### config.mk
export PLATFORM = sky130hd
export DESIGN_NAME = linear_network_multicast_injector
export DESIGN_NICKNAME = d
export VERILOG_FILES = /design/src/rtl/multicast_inject_fifo.sv /design/src/rtl/linear_network_multicast_injector.sv
export SDC_FILE = /design/constraint.sdc
export NUM_CORES = 1
export LEC_CHECK = 0
export BUFFER_PORTS_ARGS = -buffer_cell sky130_fd_sc_hd__buf_4
export CORE_MARGIN = 2
export CORE_UTILIZATION = 50
export DETAILED_ROUTE_END_ITERATION = 16
export PLACE_DENSITY = 0.68
export SYNTH_ARGS = -nofsm -noshare
export SYNTH_HDL_FRONTEND = slang
export SYNTH_HIERARCHICAL = 1
export SYNTH_SLANG_ARGS = --single-unit
### constraint.sdc
create_clock -name clk -period 6.1 [get_ports clk]
set_clock_uncertainty 0.1 [all_clocks]
set_input_delay 0.61 -clock clk [delete_from_list [all_inputs] [get_ports clk]]
set_output_delay 0.61 -clock clk [all_outputs]
set_load 0.03 [all_outputs]
### src/rtl/multicast_inject_fifo.sv
// Packet buffer for the multicast injector: circular storage, read/write pointers,
// occupancy counter and a registered ready flag (high when not full).
module multicast_inject_fifo #(
    parameter int WIDTH = 36,
    parameter int DEPTH = 8
) (
    input  logic             clk,
    input  logic             rst,
    input  logic             push,
    input  logic [WIDTH-1:0] wdata,
    input  logic             pop,
    output logic [WIDTH-1:0] rdata,
    output logic             empty,
    output logic             ready
);
    localparam int AW = $clog2(DEPTH);
    localparam logic [AW:0] FULL_CNT = DEPTH[AW:0];

    logic [WIDTH-1:0] mem [DEPTH];
    logic [AW-1:0]    wptr;
    logic [AW-1:0]    rptr;
    logic [AW:0]      count;
    logic [AW:0]      count_next;
    logic             do_push;
    logic             do_pop;

    // Pushes are gated by the registered ready flag, so a full buffer never overwrites.
    assign do_push = push && ready;
    assign do_pop  = pop && !empty;
    assign empty   = (count == '0);
    assign rdata   = mem[rptr];

    always_comb begin
        count_next = count;
        case ({do_push, do_pop})
            2'b10:   count_next = count + 1'b1;
            2'b01:   count_next = count - 1'b1;
            default: count_next = count;
        endcase
    end

    always_ff @(posedge clk) begin
        if (rst) begin
            wptr  <= '0;
            rptr  <= '0;
            count <= '0;
            ready <= 1'b0;
        end else begin
            if (do_push) wptr <= wptr + 1'b1;
            if (do_pop)  rptr <= rptr + 1'b1;
            count <= count_next;
            // Ready is computed from next occupancy so it never depends on i_valid combinationally.
            ready <= (count_next != FULL_CNT);
        end
    end

    always_ff @(posedge clk) begin
        if (do_push) mem[wptr] <= wdata;
    end

endmodule

### src/rtl/linear_network_multicast_injector.sv
// Injects multicast packets into a linear network: buffers accepted packets, drops
// zero-mask packets, and issues one packet per cycle through a zeroed output register.
module linear_network_multicast_injector #(
    parameter int DATA_WIDTH = 32,
    parameter int NUM_NODE   = 4,
    parameter int FIFO_DEPTH = 8
) (
    input  logic                  clk,
    input  logic                  rst,
    input  logic                  i_valid,
    output logic                  o_ready,
    input  logic [DATA_WIDTH-1:0] i_data_bus,
    input  logic [NUM_NODE-1:0]   i_dest,
    input  logic                  i_hold,
    output logic                  o_valid,
    output logic [DATA_WIDTH-1:0] o_data_bus,
    output logic [NUM_NODE-1:0]   o_cmd,
    output logic                  o_en,
    output logic [15:0]           o_issue_cnt,
    output logic [15:0]           o_drop_cnt
);
    localparam int CNT_W   = 16;
    localparam int ENTRY_W = DATA_WIDTH + NUM_NODE;

    logic               accept;
    logic               push;
    logic               drop;
    logic               pop;
    logic               fifo_empty;
    logic               fifo_ready;
    logic [ENTRY_W-1:0] head;
    logic [CNT_W-1:0]   issue_cnt;
    logic [CNT_W-1:0]   drop_cnt;

    assign accept = i_valid && o_ready;
    assign push   = accept && (i_dest != '0);
    assign drop   = accept && (i_dest == '0);
    assign pop    = !fifo_empty && !i_hold;

    assign o_ready     = fifo_ready;
    assign o_issue_cnt = issue_cnt;
    assign o_drop_cnt  = drop_cnt;

    multicast_inject_fifo #(
        .WIDTH (ENTRY_W),
        .DEPTH (FIFO_DEPTH)
    ) u_fifo (
        .clk   (clk),
        .rst   (rst),
        .push  (push),
        .wdata ({i_data_bus, i_dest}),
        .pop   (pop),
        .rdata (head),
        .empty (fifo_empty),
        .ready (fifo_ready)
    );

    // Idle cycles drive all-zero dummy data so the network never sees stale payloads.
    always_ff @(posedge clk) begin
        if (rst) begin
            o_valid    <= 1'b0;
            o_data_bus <= '0;
            o_cmd      <= '0;
            o_en       <= 1'b0;
            issue_cnt  <= '0;
            drop_cnt   <= '0;
        end else begin
            o_valid    <= pop;
            o_data_bus <= pop ? head[ENTRY_W-1 -: DATA_WIDTH] : '0;
            o_cmd      <= pop ? head[NUM_NODE-1:0] : '0;
            o_en       <= 1'b1;
            if (pop)  issue_cnt <= issue_cnt + 1'b1;
            if (drop) drop_cnt  <= drop_cnt + 1'b1;
        end
    end

endmodule

==> results.md, run 1 <==
* Outcome: completed
* Total gr overflow at 0
* GPL Wtd Cong at 0.731
* Most used cell, CP: ha_1
* Setup Crit Path Kind: reg2reg
* PD cells at approximately 300 nW/um2
* Die Footprint at 30,000 um2
* Post-CTS Setup Inserts at 0
* Post-Place Setup Slack at 2.40 ns
* H-tree level count at 2
* Final Max Slew Viols at 0
* Post-synth cell types at 41
* Top cell type's share of synthesized area at 60.5%
* Main flop type after synthesis: edfxtp_1
* I/O Buffers at 110
* Max_slew headroom at approximately 20%
* Post-synth EDFFs at 288
* Layout cell share with drive strength beyond 1 at 24.8%
* Count leader, synth: edfxtp_1
* CTS Hold Buffers Added at 0
* DR pass1 iterations at 4
* Highest clock rate at 292 MHz
* Total Negative Setup Slacks at 0 ns
* Period utilization at 56.2%
* Worst setup margin at 2.67 ns
* Synth warnings at 6
* Cell taking the most area after synthesis: edfxtp_1
* Routed length per instance at 20.4 um
* Total Wirelength at 26,300 um
* Final Net Count at 932
* Vias at 7,217
* Arr. time, crit path at 3.72 ns
* Most frequent cells after synthesis: 288 x edfxtp_1, 84 x dfxtp_1, 72 x mux4_1
* Die height at 173 um
* Vias in the first global route at 7,238
* Slowest stage delay, CP at 0.75 ns
* Largest net degree at the start of global routing at 73
* Initial antenna violation count at 0
* Num CTS Buffers at 38
* First-pass GRT wire length at 41,400 um
* Slowest cell on crit path: nor4_1
* Asr flop ratio synth at 0%
* CTS resizes at 0
* Syn Inst Count at about 760
* DP HPWL at between 10,000 and 15,000 um
* Hold WC Path Type: in2reg
* CTS clk-pin slew, worst paths at around 0.060 ns
* Unrepaired setup endpoints after global routing: no
* Starting DRT DRC Count at 442
* Cells on Worst Hold Path at 1
* FP Rows at 61
* #FFs+latches synth at 372
* Hold Vio Cnt, Final at 0
* Setup crit start kind: flip-flop
* Clock sinks at 372
* VDD IR max at around 0.26 mV
* Worst path cell trace: nor4_1 -> nor2_1 -> o41a_1 -> ha_1 -> xor2_1 -> ha_1 -> a21oi_1 -> mux2i_1 -> mux2_2 -> nand4b_1
* Slew @ Worst Pin at 1.21 ns
* CTS tree: built
* Synth top area cells: edfxtp_1 60%, mux4_1 13%, dfxtp_1 12%, mux2_2 3.0%, and2_1 1.6%
* Seq/Total Area, Yosys at 72.2%
* Root Buffer: clkbuf_16
* Mapped cell area at about 14,000 um2
* Post-route minimum period at 3.43 ns
* Clk Latency, worst-skew pair at 0.52 ns
* Final setup violating endpoints at 0
* Total GRT Usage at 17.7%
* Avg Cell Area, Syn at 18.9 um2
* Cell depth of the worst flop-to-flop path at 10
* Leak at roughly 0.0057 uW
* Vias per cell at 5.58
* Syn Nets at 805
* Initial core utilization at roughly 50%
* Core Region at ~28,000 um2
* Worst endpoint required time at 6.39 ns
* Crit Path Max Fanout at 8
* Maximum clock path buffer count at 3
* Final antenna-violating net count at 0
* Critical Path Sink Type: flip-flop
* # IOs at 111
* Die X at 173 um
* DRC at 0
* Maximum Capacitance Violations at 0
* Layout overhead on the synthesized area at 17.2%
==> state kept, by name (all words and copies together), names as in the netlist, named ones only <==
signal        cells
o_drop_cnt       16
u_fifo/count      4
u_fifo/rptr       3
u_fifo/wptr       3
u_fifo/ready      1
u_fifo/mem      288
o_cmd             4
o_valid           1
o_issue_cnt      16
o_en              1
o_data_bus       32
==> stage by stage <==
step / instance area (um2) / cells / util, % / power (uW) / hold WS (ns)
floorplan: 14300 / 758 / - / 2920 / 0.368
global route: 16800 / 1292 / 60.0 / 5350 / 0.215
finish: 16800 / 1293 / 60.0 / 5170 / 0.217
global placement: 15600 / 1223 / 55.7 / 3000 / 0.366
CTS: 16800 / 1292 / 60.0 / 5230 / 0.198
detailed placement: 15600 / 1223 / 55.7 / 3010 / 0.378
==> routing by layer <==
layer,up-vias,track usage (%),wire [um],share of wire [%]
met5,-,0,0,0
met3,44,3.47,1170,4.4
li1,3295,-,-,-
met4,0,4.84,490,1.9
met2,136,28.4,12800,49
met1,3742,24.9,11900,45
==> placed cells by master (no fill, tap or decap), types with 3 or more instances in the layout <==
cell and n:
o21ai_0 10, clkinv_2 5, nor4_1 8, nor2_4 3, nand2_1 17, a21oi_1 17
or3_1 9, dfxtp_1 81, ha_1 7, nor2_1 36, edfxtp_1 288, mux2_2 38
bufinv_16 3, xnor2_1 13, clkbuf_16 39, nand2b_1 3, nand3_1 14, buf_4 122
and2_1 37, clkinv_1 7, nor3_2 5, inv_1 7, xor2_1 12, mux4_1 72
nand4_1 10, clkbuf_1 10, nor3_1 4, nor2b_1 6
==> cell families after synthesis <==
group / synth area share (%)
and+or+nand+nor: 6.21
adders and majority gates: 0.613
muxes: 16.4
AOI/OAI and AO/OA: 1.49
buffers and inverters: 1.55
xor gates and xnor gates: 1.53
DFF: 72.2
==> critical path: cells and delay by family (launching register included) <==
kind | cells | cell delay (ns)
AOI/OAI and AO/OA | 2 | 0.43
xor gates and xnor gates | 1 | 0.17
adders and majority gates | 2 | 0.50
DFF | 1 | 0.39
muxes | 2 | 0.57
and+or+nand+nor | 3 | 1.15
==> cell type report <==
| class | count | area [um2] |
|---|---|---|
| diodes | 1 | 2.50 |
| clock buffers | 51 | 1040 |
| clock inverters | 18 | 166 |
| fillers | 2099 | 11200 |
| inverters | 7 | 26.3 |
| multi-input cells | 344 | 3800 |
| flip-flops and latches | 372 | 10300 |
| well taps | 378 | 473 |
| repair buffers | 122 | 916 |
==> power breakdown <==
part           switching, uW  internal [uW]
combinational            103           75.4
sequential              14.3           2760
clock                    894           1330
total                   1010           4160
==> worst paths after layout <==
| kind | startpoint | end | slack, ns |
|---|---|---|---|
| max | u_fifo/count[1] | u_fifo/ready | 2.67 |
| min | i_data_bus[10] | u_fifo/mem[6][14] | 0.22 |
| max reg2reg | u_fifo/count[1] | u_fifo/ready | 2.67 |
| min reg2reg | o_drop_cnt[15] | o_drop_cnt[15] | 0.39 |
Note: power is estimated with default switching activity, not from simulation.
==> run 2, diff against run 1 <==
Clock period 6.1 ns to 3.4 ns, I/O delays scaled along.
==> results.md, run 2 (synthesis results as in run 1) <==
* Final Max Slew Viols at 0
* Total GRT Usage at 18.1%
* GPL Wtd Cong at 0.744
* Biggest register: u_fifo/mem
* Leak at 0.00591 uW
* Fin util at 61.8%
* I/O Buffers at 110
* CTS resizes at 0
* Slew @ Worst Pin at 0.883 ns
* Clock sinks at 372
* Routed length per instance at 20.1 um
* Commonest non-fill, non-tap cell in the layout: edfxtp_1
* Layout filler cell count at 2,040
* FP Rows at 61
* CTS Hold Buffers Added at 36
* Total gr overflow at 0
* H-tree level count at 2
* Max FFs per register at roughly 290
* DRC at 0
* Final antenna-violating net count at 0
* Vias at 7,254
* Post-route minimum period at 3.16 ns
* Die Footprint at 30,000 um2
* Area occupied by multi-input gates at between 3000 and 4000 um2
* Critical Path Sink Type: flip-flop
* Max_slew headroom at 40.4%
* Layout cell share with drive strength beyond 1 at 24.4%
* Design Area, Final at ~17,000 um2
* Maximum Capacitance Violations at 0
* Placement Cell Area at roughly 16,000 um2
* CTS tree: built
* Starting DRT DRC Count at 502
* Period utilization at just over 90%
* Worst setup margin at 0.237 ns
* Initial core utilization at about half
* DP HPWL at between 10,000 and 15,000 um
* R2R Setup Slk at 0.43 ns
* Worst endpoint required time at approximately 3.7 ns
* Setup Crit Path Kind: in2reg
* Final setup violating endpoints at 0
* Die height at 173 um
* Crit Path Max Fanout at 12
* Total Wirelength at ~27,000 um
* # IOs at 111
* Largest net degree at the start of global routing at 73
* Vias per cell at 5.42
* Commonest non-fill, non-tap cells in the layout: 288 x edfxtp_1, 127 x buf_4, 81 x dfxtp_1
* Core Region at 27,900 um2
* VDD IR max at 0.386 mV
* Root Buffer: clkbuf_16
* FF/Latch Area at 10,300 um2
* Maximum clock path buffer count at 3
* Initial antenna violation count at 1
* CTS clk-pin slew, worst paths at 0.05 ns
* Post-Layout Cell Count at around 1,300
* Outcome: completed
* DR pass1 iterations at 5
* Post-Place Setup Slack at 0.262 ns
* Highest clock rate at 316 MHz
* Clk Latency, worst-skew pair at 0.52 ns
* Hold Vio Cnt, Final at 0
* Die X at between 150 and 200 um
* Setup crit start kind: primary input
* Placed cells at 1,233
* Unrepaired setup endpoints after global routing: no
* Layout overhead on the synthesized area at 20.7%
* Arr. time, crit path at around 3.5 ns
* Vias in the first global route at around 7,400
* Post-CTS Setup Inserts at 0
* Largest regs: u_fifo/mem: 288 flops, o_data_bus: 32 flops
* Num CTS Buffers at 39
* PD cells at 540 nW/um2
* First-pass GRT wire length at 41,900 um
* Hold WC Path Type: in2reg
* Final Net Count at 979
run 2: where the power goes:
part           switching, uW  total, uW  internal (uW)  leakage [uW]
logic                    195        365            170       0.00205
clock network           1630       3980           2350      0.000579
registers               24.9       4970           4950       0.00328
run 2: final cells by class:
class | instances | area share [%]
multi-input combinational | 344 | 22.1
inverter | 7 | 0.152
timing repair buffer | 168 | 8.19
tap | 378 | 2.74
clock buffer | 52 | 6.18
clock inverter | 16 | 0.711
sequential | 372 | 59.9
antenna | 1 | 0.0145
run 2: critical path, stage by stage:
cell           delay, ns
dlygate4sd3_1       0.53
buf_4               0.16
or4_4               0.62
nor2b_1             0.20
nand2_1             0.11
ha_1                0.29
xor2_1              0.11
ha_1                0.19
a21oi_1             0.15
mux2i_1             0.23
mux2_2              0.36
nand4b_1            0.16
run 2: layer usage:
layer  GRT usage [%]  up-vias  routed length (um)
met5               0        -                   0
met4            5.12        0                 645
li1                -     3385                   -
met2            29.9      181               13200
met3            3.45       50                1390
met1            24.6     3638               11600
run 2: final timing paths:
kind                                  endpoint  depth (start not counted)             from
worst max-delay path              u_fifo/ready                         12        i_dest[1]
worst min-delay path            o_issue_cnt[1]                          4           i_hold
worst max register to register    u_fifo/ready                         10  u_fifo/count[1]
worst min register to register  o_drop_cnt[15]                          2   o_drop_cnt[15]
run 2: per-stage QoR:
stage          hold WS (ns)  TNS [ns]  power (uW)
6_report              0.109         0        9320
3_5_place_dp          0.376         0        5410
3_3_place_gp          0.366         0        5390
2_1_floorplan         0.339   -131.68        5250
5_1_grt               0.138         0        9630
4_1_cts              0.0935         0        9410
==> run 3, diff against run 2 <==
Settings changed: CTS_BUF_LIST set to sky130_fd_sc_hd__clkbuf_8.
==> results.md, run 3 (synthesis results as in run 1) <==
* Fin Hold WS at 0.0961 ns
* Commonest non-fill, non-tap cell in the layout: edfxtp_1
* Layout overhead on the synthesized area at 20.2%
* P_int at 6980 uW
* Clk Latency, worst-skew pair at 0.59 ns
* Final Max Slew Viols at 0
* Unrepaired setup endpoints after global routing: no
* CTS clk-pin slew, worst paths at approximately 0.060 ns
* Top delay family on crit path: simple AND/OR/NAND/NOR gates
* Root Buffer: clkbuf_8
* Highest clock rate at between 300 and 400 MHz
* Die height at 173 um
* Vias at 7,341
* Hold Vio Cnt, Final at 0
* Share of power burned in registers at between 50% and 60%
* Comb pwr share at between 4 and 5%
* VDD IR max at 0.370 mV
* Commonest non-fill, non-tap cells in the layout: 288 x edfxtp_1, 127 x buf_4, 81 x dfxtp_1
* CTS tree: built
* Num CTS Buffers at 57
* Routed length per instance at 19.3 um
* Biggest register: u_fifo/mem
* Max_slew headroom at 40.9%
* I/O Buffers at 110
* Leak at 0.00597 uW
* DR pass1 iterations at 4
* Final Net Count at about 1,000
* Vias per cell at about 5.3
* Clock share of power at 39.4%
* Initial antenna violation count at 1
* Starting DRT DRC Count at about 380
* Total gr overflow at 0
* Critical R2R Launch: u_fifo/count[1]
* Area occupied by multi-input gates at approximately 3800 um2
* FP Rows at 61
* Total GRT Usage at 17.9%
* Critical Path Sink Type: flip-flop
* Hold WC Path Type: in2reg
* Slew @ Worst Pin at just under 0.9 ns
* Maximum Capacitance Violations at 0
* Min-delay src: rst
* First-pass GRT wire length at 41,600 um
* # IOs at 111
* Largest regs: u_fifo/mem: 288 flops, o_data_bus: 32 flops
* CTS Hold Buffers Added at 37
* CTS resizes at 0
* Sw Share at 20.8%
* Slowest stage delay, CP at 0.60 ns
* Max FFs per register at 288
* DP HPWL at about 15,000 um
* DRC at 0
* Post-route minimum period at between 3 and 4 ns
* Post-CTS Setup Inserts at 0
* FF/Latch Area at 10,300 um2
* Worst path cell trace: dlygate4sd3_1 -> buf_4 -> or4_4 -> nor2b_1 -> nand2_1 -> ha_1 -> xor2_1 -> ha_1 -> a21oi_1 -> mux2i_1 -> mux2_2 -> nand4b_1
* Final antenna-violating net count at 0
* Slowest cell on crit path: or4_4
* Crit Path Max Fanout at 12
* Final setup violating endpoints at 0
* Outcome: completed
* GPL Wtd Cong at 0.744
* Setup Crit Path Kind: in2reg
* Arr. time, crit path at 3.47 ns
* Layout filler cell count at roughly 2,000
* Overall Power at 8810 uW
* Maximum clock path buffer count at 3
* Core Region at 27,900 um2
* Fin util at 61.5%
* Largest net degree at the start of global routing at 73
* Worst setup margin at 0.304 ns
* Die Footprint at 30,000 um2
* Layout cell share with drive strength beyond 1 at 25.8%
* Period utilization at 91.1%
* Initial core utilization at 51.2%
* Total Wirelength at between 20,000 and 30,000 um
* Crit path launch: i_dest[0]
* Post-Place Setup Slack at 0.262 ns
* Worst path bufs/invs at 2
* Clock sinks at 372
* Setup crit start kind: primary input
* PD cells at a little over 500 nW/um2
* Worst endpoint required time at approximately 3.8 ns
* Switching power at 1840 uW
* Vias in the first global route at 7,447
* H-tree level count at 2
* Most used cell, CP: ha_1
* Die X at around 170 um
[run 3: cell count changes in the layout (fill, tap and decap cells not counted), sizes merged]
cell         delta
bufinv          -1
clkbuf         +15
clkinv          +3
dlygate4sd3     +1
inv            +21
[run 3: worst paths after layout]
check	end	slack, ns	cells after the start
worst max-delay path	u_fifo/ready	0.30	12
worst min-delay path	o_en	0.1	2
worst max register to register	u_fifo/ready	0.43	10
worst min register to register	o_drop_cnt[15]	0.38	2
[run 3: worst reg2reg max path, stage by stage, from the launching register on]
cell and delay (ns):
dfxtp_1 0.47, nor4_1 0.11, nor2_1 0.25, o41a_1 0.37, ha_1 0.36, xor2_1 0.11
ha_1 0.19, a21oi_1 0.15, mux2i_1 0.23, mux2_2 0.36, nand4b_1 0.16
[run 3: stage by stage]
step | instance area [um2] | setup TNS [ns] | instances
4_1_cts | 17200 | 0 | 1376
3_5_place_dp | 15700 | 0 | 1233
6_report | 17200 | 0 | 1377
3_3_place_gp | 15700 | 0 | 1233
5_1_grt | 17200 | 0 | 1377
2_1_floorplan | 14300 | -131.68 | 758
[run 3: metal layers]
metal  GRT usage [%]  vias up  part of all wire (%)
li1                -     3444                     -
met4            4.87        0                   1.6
met1            24.3     3693                    44
met2            30.0      166                    49
met3            3.14       38                   5.0
met5               0        -                     0
[run 3: area by class of cell]
type / instances / share of cell area, %
Tap cell: 378 / 2.75
Multi-Input combinational cell: 344 / 22.2
Timing Repair Buffer: 169 / 8.29
Sequential cell: 372 / 60.2
Antenna cell: 1 / 0.0146
Clock buffer: 67 / 5.37
Clock inverter: 39 / 1.05
Inverter: 7 / 0.153
[run 3: power by group through the flow]
stage | sequential, uW | combinational (uW) | clock [uW]
global route | 4980 | 399 | 3770
floorplan | 5100 | 148 | 0
CTS | 4970 | 372 | 3580
detailed placement | 5070 | 335 | 0
finish | 4970 | 365 | 3470
global placement | 5070 | 327 | 0
